### src/rtl/layer_loader_if.sv
// Host beat stream plus IFM/WGT dpram write port for layer_loader.
// master = host/RAM side, slave = loader.
interface layer_loader_if #(
    parameter int unsigned DATA_WIDTH  = 16,
    parameter int unsigned INOUT_WIDTH = 256,
    parameter int unsigned ADDR_WIDTH  = 24
);
    localparam int unsigned LANES = INOUT_WIDTH / DATA_WIDTH;

    logic                   s_valid;
    logic [INOUT_WIDTH-1:0] s_data;
    logic                   s_last;
    logic                   s_ready;
    logic                   ifm_we;
    logic                   wgt_we;
    logic [ADDR_WIDTH-1:0]  wr_addr;
    logic [INOUT_WIDTH-1:0] wr_data;
    logic [LANES-1:0]       wr_mask;

    modport master (
        output s_valid, s_data, s_last,
        input  s_ready, ifm_we, wgt_we, wr_addr, wr_data, wr_mask
    );

    modport slave (
        input  s_valid, s_data, s_last,
        output s_ready, ifm_we, wgt_we, wr_addr, wr_data, wr_mask
    );
endinterface

### src/rtl/layer_loader.sv
// Streams IFM then weight data from the host bus into the IFM/WGT dprams, then pulses start.
// Optional per-region checksums: define LAYER_LOADER_CHECKSUM_EN.
module layer_loader #(
    parameter int unsigned DATA_WIDTH  = 16,
    parameter int unsigned INOUT_WIDTH = 256,
    parameter int unsigned ADDR_WIDTH  = 24
) (
    input  logic        clk,
    input  logic        rst_n,
    input  logic        load_req,
    input  logic [8:0]  ifm_size,
    input  logic [10:0] ifm_channel,
    input  logic [1:0]  kernel_size,
    input  logic [10:0] num_filter,
    layer_loader_if.slave bus,
    output logic        busy,
    output logic        start,
`ifdef LAYER_LOADER_CHECKSUM_EN
    output logic [15:0] ifm_checksum,
    output logic [15:0] wgt_checksum,
`endif
    output logic        err_last
);
    localparam int unsigned LANES = INOUT_WIDTH / DATA_WIDTH;

    localparam logic [2:0] StIdle    = 3'd0;
    localparam logic [2:0] StCalc    = 3'd1;
    localparam logic [2:0] StLoadIfm = 3'd2;
    localparam logic [2:0] StLoadWgt = 3'd3;
    localparam logic [2:0] StDone    = 3'd4;

    logic [2:0]             state_q, state_d;
    logic [31:0]            ifm_total_q, wgt_total_q;
    logic [ADDR_WIDTH-1:0]  elem_q;
    logic                   drain_q;
    logic                   err_last_q;
    logic                   ifm_we_q, wgt_we_q;
    logic [ADDR_WIDTH-1:0]  wr_addr_q;
    logic [INOUT_WIDTH-1:0] wr_data_q;
    logic [LANES-1:0]       wr_mask_q;

    logic [31:0]            ifm_total_c, wgt_total_c;
    logic [31:0]            region_total, remaining;
    logic                   loading, accept, final_beat, in_wgt;
    logic [LANES-1:0]       beat_mask;

    assign ifm_total_c = 32'(ifm_size) * 32'(ifm_size) * 32'(ifm_channel);
    assign wgt_total_c = 32'(kernel_size) * 32'(kernel_size) * 32'(ifm_channel)
                       * 32'(num_filter);

    // drain_q holds off the bus for one cycle after the last weight beat so that
    // start follows the final RAM write instead of coinciding with it.
    assign in_wgt       = (state_q == StLoadWgt);
    assign loading      = (state_q == StLoadIfm) || (in_wgt && !drain_q);
    assign accept       = bus.s_valid && loading;
    assign region_total = in_wgt ? wgt_total_q : ifm_total_q;
    assign remaining    = region_total - 32'(elem_q);
    assign final_beat   = (remaining <= 32'(LANES));

    always_comb begin
        beat_mask = '0;
        for (int unsigned k = 0; k < LANES; k++) begin
            beat_mask[k] = (remaining > 32'(k));
        end
    end

    always_comb begin
        state_d = state_q;
        case (state_q)
            StIdle:    if (load_req) state_d = StCalc;
            StCalc: begin
                if (ifm_total_c != 32'd0)      state_d = StLoadIfm;
                else if (wgt_total_c != 32'd0) state_d = StLoadWgt;
                else                           state_d = StDone;
            end
            StLoadIfm: if (accept && final_beat) state_d = StLoadWgt;
            StLoadWgt: if (drain_q) state_d = StDone;
            StDone:    state_d = StIdle;
            default:   state_d = StIdle;
        endcase
    end

    always_ff @(posedge clk) begin
        if (!rst_n) begin
            state_q     <= StIdle;
            ifm_total_q <= '0;
            wgt_total_q <= '0;
            elem_q      <= '0;
            drain_q     <= 1'b0;
            err_last_q  <= 1'b0;
            ifm_we_q    <= 1'b0;
            wgt_we_q    <= 1'b0;
            wr_addr_q   <= '0;
            wr_data_q   <= '0;
            wr_mask_q   <= '0;
        end else begin
            state_q   <= state_d;
            ifm_we_q  <= accept && (state_q == StLoadIfm);
            wgt_we_q  <= accept && in_wgt;
            wr_addr_q <= accept ? elem_q : '0;
            wr_data_q <= accept ? bus.s_data : '0;
            wr_mask_q <= accept ? beat_mask : '0;

            if (state_q == StIdle && load_req) err_last_q <= 1'b0;

            if (state_q == StCalc) begin
                ifm_total_q <= ifm_total_c;
                wgt_total_q <= wgt_total_c;
                elem_q      <= '0;
                drain_q     <= 1'b0;
            end

            if (accept) begin
                if (final_beat) begin
                    elem_q <= '0;
                    // An empty weight region drains straight through to DONE.
                    if (in_wgt || wgt_total_q == 32'd0) drain_q <= 1'b1;
                end else begin
                    elem_q <= elem_q + ADDR_WIDTH'(LANES);
                end
                if (bus.s_last != (in_wgt && final_beat)) err_last_q <= 1'b1;
            end
        end
    end

`ifdef LAYER_LOADER_CHECKSUM_EN
    logic [15:0] beat_sum;
    logic [15:0] ifm_sum_q, wgt_sum_q;

    always_comb begin
        beat_sum = '0;
        for (int unsigned k = 0; k < LANES; k++) begin
            if (beat_mask[k]) beat_sum = beat_sum + bus.s_data[k*DATA_WIDTH +: 16];
        end
    end

    always_ff @(posedge clk) begin
        if (!rst_n) begin
            ifm_sum_q <= '0;
            wgt_sum_q <= '0;
        end else if (state_q == StCalc) begin
            ifm_sum_q <= '0;
            wgt_sum_q <= '0;
        end else if (accept) begin
            if (in_wgt) wgt_sum_q <= wgt_sum_q + beat_sum;
            else        ifm_sum_q <= ifm_sum_q + beat_sum;
        end
    end

    assign ifm_checksum = ifm_sum_q;
    assign wgt_checksum = wgt_sum_q;
`endif

    assign bus.s_ready = loading;
    assign bus.ifm_we  = ifm_we_q;
    assign bus.wgt_we  = wgt_we_q;
    assign bus.wr_addr = wr_addr_q;
    assign bus.wr_data = wr_data_q;
    assign bus.wr_mask = wr_mask_q;
    assign busy        = (state_q != StIdle);
    assign start       = (state_q == StDone);
    assign err_last    = err_last_q;
endmodule

### src/flat_wrapper.sv
// flat-port wrapper written by rule: the top's interface ports become plain ports
module layer_loader_flat 
#(
    parameter int unsigned DATA_WIDTH  = 16,
    parameter int unsigned INOUT_WIDTH = 256,
    parameter int unsigned ADDR_WIDTH  = 24
)
  (clk, rst_n, load_req, ifm_size, ifm_channel, kernel_size, num_filter, busy, start, err_last, bus_s_valid, bus_s_data, bus_s_last, bus_s_ready, bus_ifm_we, bus_wgt_we, bus_wr_addr, bus_wr_data, bus_wr_mask);
  layer_loader_if #(.DATA_WIDTH(DATA_WIDTH), .INOUT_WIDTH(INOUT_WIDTH), .ADDR_WIDTH(ADDR_WIDTH)) bus_i ();
  input  logic clk;
  input  logic rst_n;
  input  logic load_req;
  input  logic [8:0] ifm_size;
  input  logic [10:0] ifm_channel;
  input  logic [1:0] kernel_size;
  input  logic [10:0] num_filter;
  output logic busy;
  output logic start;
  output logic err_last;
  input wire logic [$bits(bus_i.s_valid)-1:0] bus_s_valid;
  input wire logic [$bits(bus_i.s_data)-1:0] bus_s_data;
  input wire logic [$bits(bus_i.s_last)-1:0] bus_s_last;
  output wire logic [$bits(bus_i.s_ready)-1:0] bus_s_ready;
  output wire logic [$bits(bus_i.ifm_we)-1:0] bus_ifm_we;
  output wire logic [$bits(bus_i.wgt_we)-1:0] bus_wgt_we;
  output wire logic [$bits(bus_i.wr_addr)-1:0] bus_wr_addr;
  output wire logic [$bits(bus_i.wr_data)-1:0] bus_wr_data;
  output wire logic [$bits(bus_i.wr_mask)-1:0] bus_wr_mask;
  assign bus_i.s_valid = bus_s_valid;
  assign bus_i.s_data = bus_s_data;
  assign bus_i.s_last = bus_s_last;
  assign bus_s_ready = bus_i.s_ready;
  assign bus_ifm_we = bus_i.ifm_we;
  assign bus_wgt_we = bus_i.wgt_we;
  assign bus_wr_addr = bus_i.wr_addr;
  assign bus_wr_data = bus_i.wr_data;
  assign bus_wr_mask = bus_i.wr_mask;
  layer_loader #(.DATA_WIDTH(DATA_WIDTH), .INOUT_WIDTH(INOUT_WIDTH), .ADDR_WIDTH(ADDR_WIDTH)) u_core (.clk(clk), .rst_n(rst_n), .load_req(load_req), .ifm_size(ifm_size), .ifm_channel(ifm_channel), .kernel_size(kernel_size), .num_filter(num_filter), .bus(bus_i), .busy(busy), .start(start), .err_last(err_last));
endmodule
### config.mk
export PLATFORM = sky130hd
export DESIGN_NAME = layer_loader_flat
export DESIGN_NICKNAME = d
export VERILOG_FILES = /design/src/rtl/layer_loader_if.sv /design/src/rtl/layer_loader.sv /design/src/flat_wrapper.sv
export SDC_FILE = /design/constraint.sdc
export NUM_CORES = 1
export LEC_CHECK = 0
export BUFFER_PORTS_ARGS = -buffer_cell sky130_fd_sc_hd__buf_2
export CAP_MARGIN = 20
export CORE_AREA = 2 2 234 236
export DETAILED_ROUTE_END_ITERATION = 6
export DIE_AREA = 0 0 236 238
export MAX_ROUTING_LAYER = met4
export PLACE_DENSITY = 0.8
export REMOVE_ABC_BUFFERS = 1
export SYNTH_ARGS = -nofsm -noshare
export SYNTH_HDL_FRONTEND = slang
export SYNTH_SLANG_ARGS = --single-unit
export TNS_END_PERCENT = 10
### constraint.sdc
create_clock -name clk -period 13.45 [get_ports clk]
set_clock_uncertainty 0.05 [all_clocks]
set_input_delay 1.345 -clock clk [delete_from_list [all_inputs] [get_ports clk]]
set_output_delay 1.345 -clock clk [all_outputs]
set_load 0.05 [all_outputs]
# Word-level counts from Yosys, hierarchy flattened
# Index checks and enable logic that the tools add are counted.
# classes
n_lt_le_gt_ge,17
mul,5
reduce_logical,18
n_addsub,2
mux,17
eq_ne,8
# op_table
op,count
$gt A32 B4 Y1 const B,8
$gt A32 B3 Y1 const B,4
$mux W24,3
$gt A32 B1 Y1 const B,2
$gt A32 B2 Y1 const B,2
$reduce_bool A32 Y1,2
$le A32 B5 Y1 const B,1
$logic_not A32 Y1,1
$sub A32 B24 Y32,1
$mul A18 B11 Y29,1
$mux W29,1
$mul A15 B11 Y26,1
$add A24 B5 Y24 const B,1
$mul A9 B9 Y18,1
$mul A4 B11 Y15,1
$mux W3,5
$pmux W3 S4,1
$logic_and A1 B1 Y1,7
$mux W1,7
$eq A3 B2 Y1 const B,2
$mul A2 B2 Y4,1
$ne A2 B1 Y1 const B,2
$eq A3 B1 Y1 const B,1
$eq A3 B3 Y1 const B,1
other kinds (9),10
# totals
output_inout_bits,302
word_cells,78
inputBits,294
reg_bits,382

# Depth between registers and ports, before layout
# logic_depth
word_depth,8
depth_mapped,43
depth_no_buf,39

# Worst setup path after synthesis
# Ideal clock, no wire load.
# synth_path
kind,input port to flip-flop
from,input port ifm_size[0]
to,register u_core.state_q[0]
n_path_buf,4
arrival_time_ps,10885
slack_ps,2399
stages,41
setup_ps,116
path_cell_list,clkbuf_1 -> clkbuf_1 -> nand2_1 -> fa_1 -> inv_1 -> fa_1 -> inv_1 -> fa_1 -> fa_1 -> inv_1 -> ha_1 -> a21oi_1 -> o21bai_1 -> a21oi_1 -> o21bai_1 -> a21oi_1 -> o21ai_0 -> o41ai_1 -> (+5 left out) -> fa_1 -> fa_1 -> fa_1 -> inv_1 -> fa_1 -> inv_1 -> ha_1 -> clkbuf_1 -> a21oi_1 -> o211ai_1 -> a211oi_1 -> o211ai_1 -> a31o_2 -> a21oi_1 -> xnor2_1 -> and4bb_1 -> nand2b_1 -> and3_1
# synth_via
elab_chain_cells,5
# synth_lines
element,line,rtl
from (decl),flat_wrapper.sv:13,input logic [8:0] ifm_size;
$mul A9 B9 Y18,layer_loader.sv:47,assign ifm_total_c = 32'(ifm_size) * 32'(ifm_size) * 32'(ifm_channel);
$mul A18 B11 Y29,layer_loader.sv:47,
$reduce_bool A32 Y1,layer_loader.sv:72,if (ifm_total_c != 32'd0) state_d = StLoadIfm;
$mux W3,layer_loader.sv:72,
$pmux W3 S4,layer_loader.sv:69,case (state_q)
to (signal assigned),layer_loader.sv:85,state_q <= StIdle;
to (signal assigned),layer_loader.sv:97,state_q <= state_d;
to (decl),layer_loader.sv:32,"logic [2:0] state_q, state_d;"
# No other way between the ends.
# A chain may end at the register's enable or synchronous reset.

# Worst setup path in the final report
# layout_path
from,input port ifm_size[6]
to,register u_core.state_q[1]
# The elaborated chain is that of the path after synthesis.

==> impl_metrics.yaml <==
clocking:
  hold_buffers: 0
  cts-root-buf: "clkbuf_16"
  clock_latency_ps: 590
  htreeDepth: 2
  cts_resized: 0
  cts_tree: "done"
  ctsLongestPathBuffers: 3
  post_cts.repair.setup_buffers: 0
  clock-sinks: 374
  path_clk_slew_ps: 60
  numCtsBuffers: 42
sta:
  hold_viol_final: 0
  grt_setup_unrepaired: "no"
  fin_setup_tns_ps: 0
  slew_headroom_pct: 31.4
  worst_slack_ps: 2210
  drv_slew: 0
  max_freq_mhz: 89.0
  worstMarginPinSlew_ps: 1020
  finalSetupViolations: 0
  period_share_pct: 83.6
  min_period_ps: 11240
finish:
  final_layout_size_suffix_gt1_share_pct: 19.9
  syn_to_final_growth_pct: 17.2
  nets: 4440
  nFillCells: 4686
  seq_area_um2: 7490
  multi_input_area_um2: 18400
  final_area_um2: 32800
synth:
  yosysSeqAreaShare_pct: 26.7
  synth_top_cell_area_share_pct: 26.7
  synth_area_leaders: "dfxtp_1 (27%), fa_1 (21%), and2_1 (9.6%)"
  ys_types: 85
  synthCells: 3155
  ys_seq_elements: 374
  synth_area_um2: 28000
  async_reset_ff_share_pct: 0
  yosys_most_used_dff: "dfxtp_1"
  synth_edf_count: 0
  yosys.area.top_type: "dfxtp_1"
  syn_avg_cell_area_um2: 8.89
  yosys_warnings: 0
routing:
  antenna_left: 0
  dr.max_layer_used: "met4"
  routed_wirelength_um: 99200
  viasPerCell: 5.43
  met3_length_um: 10000
  dr_wl_met2_um: 44000
  drcViolationCount: 0
  dr.pass1.iters: 6
  met1Wirelength_um: 43600
  drt_iter0_markers: 1882
  wl_per_cell_um: 22.6
  vias: 23900
critical_path:
  r2r_cells: 13
  critPathLaunchType: "input pin"
  slowest_stage: "fa_1"
  r2r_start: "u_core.state_q[0]"
  worstPathMaxFanout: 13
  worstPathRequired_ps: 13870
  regToRegEndpoint: "u_core.err_last"
  worst_ep_arrival_time_ps: 11650
  startpoint: "ifm_size[6]"
  r2r_slack_ps: 7740
  worst-setup-path-type: "input pin to flip-flop"
  cp-end-kind: "flip-flop"
  endpoint: "u_core.state_q[1]"
  crit_top_cell: "fa_1"
  critPathMaxStageDelay_ps: 580
placement:
  port_buffers: 591
  hpwlAfterDp_um: 81700
  post_dp_cell_area_um2: 31300
  dp_slack_ps: 1700
  gp_congestion: 0.968
job:
  drv_cap: 0
status:
  status: "completed"
die:
  start_util_pct: 52.4
  coreArea_um2: 53500
  io_pins: 596
  die_height_um: 238
  std_cell_rows: 85
  die_w_um: 236
  die_area_um2: 56200
grt:
  grt_pass1_wl_um: 148000
  grt_max_degree: 110
  grt_pass1_vias: 23400
  grt_overflow: 0
  track_usage_pct: 36.0
  antenna_found_initial: 22
worst_hold_path:
  min_path_cells: 2
  hold_path.class: "flip-flop to flip-flop"
  hold_path.startpoint: "u_core.ifm_total_q[1]"
## flip-flops by register name, summed over array words and instances (netlist names)
signal and cells:
u_core.state_q 3, u_core.drain_q 1, u_core.bus.wr_data 256, u_core.bus.wr_addr 20, u_core.elem_q 20, u_core.err_last 1
u_core.bus.wgt_we 1, u_core.bus.wr_mask 16, u_core.wgt_total_q 26, u_core.bus.ifm_we 1, u_core.ifm_total_q 29
## cells in the final DEF (no fill, tap or decap), types with 9 or more instances in the layout
| master | synthesis | routed |
|---|---|---|
| nor2b_1 | 14 | 14 |
| or2_2 | 9 | 9 |
| nor2_1 | 126 | 126 |
| or4_1 | 10 | 10 |
| o21ai_1 | 12 | 12 |
| inv_1 | 404 | 404 |
| xnor2_1 | 48 | 48 |
| dfxtp_1 | 374 | 374 |
| nand2b_1 | 13 | 13 |
| clkbuf_16 | 0 | 42 |
| xor2_1 | 33 | 33 |
| buf_2 | 6 | 591 |
| a31oi_1 | 20 | 20 |
| a21o_1 | 24 | 24 |
| nor4_1 | 22 | 22 |
| nor4b_1 | 10 | 10 |
| and3_1 | 39 | 38 |
| a211oi_1 | 14 | 14 |
| mux2_2 | 27 | 27 |
| a21oi_1 | 133 | 133 |
| diode_2 | 0 | 23 |
| nand4_1 | 26 | 26 |
| ha_1 | 215 | 215 |
| and2_1 | 432 | 432 |
| o21ai_0 | 64 | 64 |
| buf_4 | 6 | 13 |
| nand3_1 | 59 | 58 |
| fa_1 | 290 | 290 |
| nor3_1 | 36 | 36 |
| o211ai_1 | 14 | 14 |
| nand2_1 | 372 | 371 |
| o21bai_1 | 15 | 15 |
## worst max-delay path: cells and delay by family
family / cells / cell delay, ps
fa+ha+maj: 11 / 5350
compound gates: 14 / 2910
simple gates: 4 / 920
buf+inv: 8 / 610
xor+xnor: 2 / 530
## per-stage QoR
step                      hold slack, ps  util (%)  instances
after floorplan                      378         -       2993
after global placement               392      58.5       4291
after detailed placement             405      58.5       4291
after CTS                            412      61.3       4367
after global routing                 430      61.4       4384
final                                414      61.4       4392
## Yosys cell counts, drive strengths merged (7+ instances only)
master / instances
o211ai: 14
and3: 39
a21boi: 7
and2: 432
mux2i: 9
clkbuf: 148
nor2: 126
o21ai: 77
nor4: 23
a31oi: 20
xor2: 33
nand2: 372
xnor2: 48
nand4: 27
inv: 405
ha: 215
or4: 10
a21oi: 134
o21a: 8
fa: 290
a21o: 24
nand3: 60
a211oi: 15
nor2b: 14
nor3: 37
dfxtp: 374
or3: 8
nand2b: 13
o21bai: 15
or2: 9
mux2: 27
buf: 18
nor4b: 10
## worst min path at each step
stage	end	slack [ps]
3_3_place_gp	u_core.ifm_total_q[8]	390
3_5_place_dp	u_core.ifm_total_q[1]	400
2_1_floorplan	u_core.ifm_total_q[14]	380
4_1_cts	u_core.ifm_total_q[1]	410
6_report	u_core.ifm_total_q[1]	410
5_1_grt	u_core.ifm_total_q[1]	430
## routing by layer
metal	global-route usage, %	vias to the layer above
li1	-	11100
met1	48.8	11700
met2	54.3	921
met3	10.5	107
met4	5.96	0
met5	-	-
## layout make-up
| cell class | instances | area share (%) |
|---|---|---|
| Clock inverter | 19 | 0.823 |
| Inverter | 405 | 4.63 |
| Clock buffer | 57 | 3.62 |
| Antenna cell | 23 | 0.175 |
| Timing Repair Buffer | 604 | 9.30 |
| Tap cell | 696 | 2.65 |
| Sequential cell | 374 | 22.8 |
| Multi-Input combinational cell | 2214 | 56.0 |
## cells by family after synthesis
group / synth area share [%]
XOR/XNOR: 2.53
AND/OR/NAND/NOR: 22.4
adder cells (fa/ha/maj): 30.3
other: 0.0268
buffers and inverters: 7.78
multiplexers: 1.46
AO/OA/AOI/OAI: 8.83
flip-flops: 26.7
Power is left out: the tool's default activity adds up to more than one toggle a clock period on the data nets, which glitch-free logic cannot reach.
